`src/rtl/bidir_bus_arbiter.sv`:
```
// Half-duplex bus owner arbiter: grants one of two requesters, drives the buffer
// direction select and per-side enables, and inserts dead cycles on every turnaround.
module bidir_bus_arbiter #(
    parameter int unsigned TURN_CYCLES = 1,
    parameter int unsigned MAX_HOLD    = 8
) (
    input  logic clk,
    input  logic rst,
    input  logic req_a,
    input  logic req_b,
    output logic gnt_a,
    output logic gnt_b,
    output logic oe_a,
    output logic oe_b,
    output logic dir,
    output logic busy,
    output logic preempt
);

    // Handshake: req_x is a level held for the whole transfer; gnt_x/oe_x high means
    // side x may drive this cycle; dropping req_x releases the bus on the next edge.
    typedef enum logic [1:0] {
        IDLE  = 2'd0,
        TURN  = 2'd1,
        GNT_A = 2'd2,
        GNT_B = 2'd3
    } state_t;

    localparam logic [3:0] TURN_LOAD = 4'(TURN_CYCLES - 1);
    localparam logic [7:0] HOLD_MAX  = 8'(MAX_HOLD - 1);

    state_t     state_q, state_d;
    logic       target_q, target_d;
    logic       dir_q, dir_d;
    logic       last_owner_q, last_owner_d;
    logic [7:0] hold_cnt_q, hold_cnt_d;
    logic [3:0] turn_cnt_q, turn_cnt_d;
    logic       preempt_q, preempt_d;

    logic pick;
    logic me;
    logic own_req;
    logic oth_req;

    always_comb begin
        state_d      = state_q;
        target_d     = target_q;
        dir_d        = dir_q;
        last_owner_d = last_owner_q;
        hold_cnt_d   = hold_cnt_q;
        turn_cnt_d   = turn_cnt_q;
        preempt_d    = 1'b0;
        pick         = 1'b0;
        me           = (state_q == GNT_B);
        own_req      = me ? req_b : req_a;
        oth_req      = me ? req_a : req_b;

        case (state_q)
            IDLE: begin
                if (req_a || req_b) begin
                    // On a tie the side that did not own the bus last wins.
                    pick     = (req_a && req_b) ? ~last_owner_q : req_b;
                    target_d = pick;
                    if (pick == dir_q) begin
                        state_d    = pick ? GNT_B : GNT_A;
                        hold_cnt_d = 8'd0;
                    end else begin
                        state_d    = TURN;
                        turn_cnt_d = TURN_LOAD;
                        dir_d      = pick;
                    end
                end
            end
            TURN: begin
                if (turn_cnt_q == 4'd0) begin
                    if (target_q ? req_b : req_a) begin
                        state_d    = target_q ? GNT_B : GNT_A;
                        hold_cnt_d = 8'd0;
                    end else begin
                        state_d = IDLE;
                    end
                end else begin
                    turn_cnt_d = turn_cnt_q - 4'd1;
                end
            end
            default: begin
                last_owner_d = me;
                if (!own_req) begin
                    if (oth_req) begin
                        state_d    = TURN;
                        target_d   = ~me;
                        dir_d      = ~me;
                        turn_cnt_d = TURN_LOAD;
                    end else begin
                        state_d = IDLE;
                    end
                end else if (oth_req && hold_cnt_q == HOLD_MAX) begin
                    preempt_d  = 1'b1;
                    state_d    = TURN;
                    target_d   = ~me;
                    dir_d      = ~me;
                    turn_cnt_d = TURN_LOAD;
                end else if (hold_cnt_q != HOLD_MAX) begin
                    hold_cnt_d = hold_cnt_q + 8'd1;
                end
            end
        endcase
    end

    always_ff @(posedge clk) begin
        if (rst) begin
            state_q      <= IDLE;
            target_q     <= 1'b0;
            dir_q        <= 1'b0;
            last_owner_q <= 1'b1;
            hold_cnt_q   <= 8'd0;
            turn_cnt_q   <= 4'd0;
            preempt_q    <= 1'b0;
        end else begin
            state_q      <= state_d;
            target_q     <= target_d;
            dir_q        <= dir_d;
            last_owner_q <= last_owner_d;
            hold_cnt_q   <= hold_cnt_d;
            turn_cnt_q   <= turn_cnt_d;
            preempt_q    <= preempt_d;
        end
    end

    assign gnt_a   = (state_q == GNT_A);
    assign gnt_b   = (state_q == GNT_B);
    assign oe_a    = gnt_a;
    assign oe_b    = gnt_b;
    assign dir     = dir_q;
    assign busy    = (state_q != IDLE);
    assign preempt = preempt_q;

endmodule

```
`config.mk`:
```
export PLATFORM = sky130hd
export DESIGN_NAME = bidir_bus_arbiter
export DESIGN_NICKNAME = d
export VERILOG_FILES = /design/src/rtl/bidir_bus_arbiter.sv
export SDC_FILE = /design/constraint.sdc
export NUM_CORES = 1
export LEC_CHECK = 0
export ABC_AREA = 1
export CORE_MARGIN = 1
export CORE_UTILIZATION = 55
export DETAILED_ROUTE_END_ITERATION = 7
export GPL_TIMING_DRIVEN = 0
export PLACE_DENSITY_LB_ADDON = 0.2
export SYNTH_ARGS = -nofsm -noshare
export SYNTH_HDL_FRONTEND = slang
export SYNTH_SLANG_ARGS = --single-unit
```
`constraint.sdc`:
```
create_clock -name clk -period 3.3 [get_ports clk]
set_input_delay 0.495 -clock clk [delete_from_list [all_inputs] [get_ports clk]]
set_output_delay 0.495 -clock clk [all_outputs]
set_load 0.1 [all_outputs]
```
==> reports/qor.yml <==
row_count: 16
cp_max_fo: 10
cts_tree: "done"
r2r_end: "turn_cnt_q[1]"
ys_ff_latch: 18
yosysSeqAreaShare: 0.285
drv_slew: 0
total_power_mw: 1.42
synth_area_per_cell_um2: 6.62
die_x_um: 49.9
ctsHoldBuffers: 0
grt_first_pass_wirelength_mm: 4.45
start_util: 0.613
cp-end-kind: "output pin"
min_path_cells: 2
worstReg2RegStart: "hold_cnt_q[0]"
h-tree-depth: 1
netlist_area_um2: 1260
diodes: 0
drt_iter0_markers: 33
fin_cells: 232
die_area_um2: 2490
arrival_ps: 2610
cp.required_ps: 2800
gr-usage-all-layers: 0.230
hold_end: "last_owner_q"
p_per_area_nw_per_um2: 991
place_inst: 228
final_cell_mix: "nand2_1, nor2_1, nand3_1, dfxtp_1, inv_1"
setup_tns_ps: 0
fmax_ghz: 0.322
post-route-period-util: 0.940
ant_nets: 0
fp.dieH_um: 49.9
dp_hpwl_mm: 1.93
cts-root-buf: "clkbuf_4"
routed_wl_mm: 2.55
drt_pass1_iterations: 4
maxCapViolCount: 0
grt_max_degree: 11
clock_sinks: 18
cts_made_buffers: 3
pre_cts_slack_ps: 549
core_um2: 2060
post-cts-setup-buffers: 0
status: "complete, no violations"
vias_per_cell: 5.16
io_pins: 11
vdd_ir_drop_max_uv: 581
num-nets-final: 214
portBuffers: 10
setup_ws_ps: 199
path_cells: "buf_4 -> inv_2 -> clkbuf_1 -> nor2_1 -> buf_4 -> clkdlybuf4s50_1"
vias: 1197
worstHoldStart: "last_owner_q"
syn_inst: 191
area_delta_synth_final_pct: 13.5
ys_warn_count: 0
fill_cells: 177
cpMaxStageDelayCell: "clkdlybuf4s50_1"
ff2ff_setup_slack_ps: 1770
slowest_delay_ps: 1110
netlist-cell-type-count: 30
post_drt_wl_per_cell_um: 11.0
cts-resized-gates: 0
setup_viol: 0
grt-ovfl-total: 0
clk_path_buf_depth: 2
finalHoldViolCount: 0
fin_skew_ps: 2.87
tightest_slew_ps: 971
drive_above_1_share: 0.161
rr_worst_depth: 8
slew_headroom: 0.351
grt_pass1_vias: 1025
path_buf_inv: 5
clock_latency_ps: 300
grt_antenna_before_repair: 0
start_kind: "register"
hold_class: "register to register"
crit_top_cell: "buf_4"
crit_family: "buffers and inverters"
rsz0062_at_grt: "no"
synth_nets: 199
path_class: "register to output pin"
drc: 0
p_leak_nw: 0.619
gp_congestion: 0.890
clkTransAtPathRegs_ps: 110
layout_commonest_cell: "nand2_1"
period_minus_slack_ps: 3100
## per-stage QoR
stage | area [um^2] | hold WS [ps] | util
final | 1430 | 478 | 0.695
after global placement | 1400 | 446 | 0.678
after CTS | 1430 | 480 | 0.695
after detailed placement | 1400 | 456 | 0.678
after floorplan | 1260 | 429 | -
after global routing | 1430 | 527 | 0.695
## tightest hold or removal path, delay by kind of cell, from the launching register on
family / cells / cell delay [ps]
flip-flops: 1 / 350
AND/OR/NAND/NOR: 2 / 100
## Yosys cell counts
library cell | n | area, um^2
a21o_1 | 1 | 7.51
a21oi_1 | 12 | 60.1
a21oi_2 | 1 | 8.76
a21oi_4 | 1 | 16.3
buf_4 | 3 | 22.5
buf_6 | 1 | 11.3
clkbuf_1 | 2 | 7.51
clkinv_2 | 1 | 5.00
dfxtp_1 | 18 | 360
ha_1 | 4 | 50.1
inv_1 | 15 | 56.3
inv_2 | 3 | 11.3
nand2_1 | 50 | 188
nand2_2 | 5 | 31.3
nand2_4 | 6 | 67.6
nand3_1 | 21 | 105
nand3_2 | 2 | 20.0
nand4_1 | 1 | 6.26
nor2_1 | 28 | 105
nor2_2 | 3 | 18.8
nor2_4 | 2 | 22.5
nor3b_1 | 1 | 7.51
nor4_1 | 1 | 6.26
o21ai_0 | 1 | 5.00
o21ai_1 | 1 | 5.00
o21ai_2 | 1 | 8.76
o21bai_1 | 2 | 15.0
o221ai_1 | 1 | 8.76
xnor2_1 | 1 | 8.76
xor2_1 | 2 | 17.5
## metal layers
layer / routed length (um) / global-route usage / up-vias
li1: - / - / 633
met1: 1220 / 0.291 / 535
met2: 1230 / 0.401 / 27
met3: 102 / 0.0556 / 2
met4: 4 / 0.0286 / 0
met5: 0 / 0 / -
## worst max-delay path by stage
| stage | from | endpoint | depth (start not counted) |
|---|---|---|---|
| floorplan | state_q[1] | oe_a | 5 |
| global placement | state_q[1] | oe_a | 6 |
| detailed placement | state_q[1] | oe_a | 6 |
| CTS | state_q[1] | oe_a | 6 |
| global route | state_q[1] | oe_a | 6 |
| finish | state_q[1] | oe_a | 6 |
## cell families (layout without fill, tap and decap cells)
logic type	count (synthesis)	after routing	share of synthesized area
XOR/XNOR	3	3	0.0208
AND/OR/NAND/NOR	120	120	0.457
buffers and inverters	25	39	0.0901
adder cells (fa/ha/maj)	4	4	0.0396
AO/OA/AOI/OAI	21	21	0.107
flip-flops	18	18	0.285
## cell type report
type / count / area, um^2 / area share
tap: 27 / 33.8 / 0.0236
sequential: 18 / 360 / 0.251
multi-input combinational: 148 / 790 / 0.551
timing repair buffer: 10 / 100 / 0.0698
inverter: 19 / 72.6 / 0.0506
clock buffer: 4 / 36.3 / 0.0253
buffer: 6 / 41.3 / 0.0288
## state kept, by name, summed over array words and instances, names as in the netlist
| signal | flops |
|---|---|
| dir | 1 |
| hold_cnt_q | 8 |
| last_owner_q | 1 |
| preempt | 1 |
| state_q | 2 |
| target_q | 1 |
| turn_cnt_q | 4 |
## power breakdown
part           internal, mW  switching (mW)
Combinational         0.303           0.666
Sequential            0.270          0.0441
Clock                0.0673          0.0708
Power figures use the tool's default switching activity.
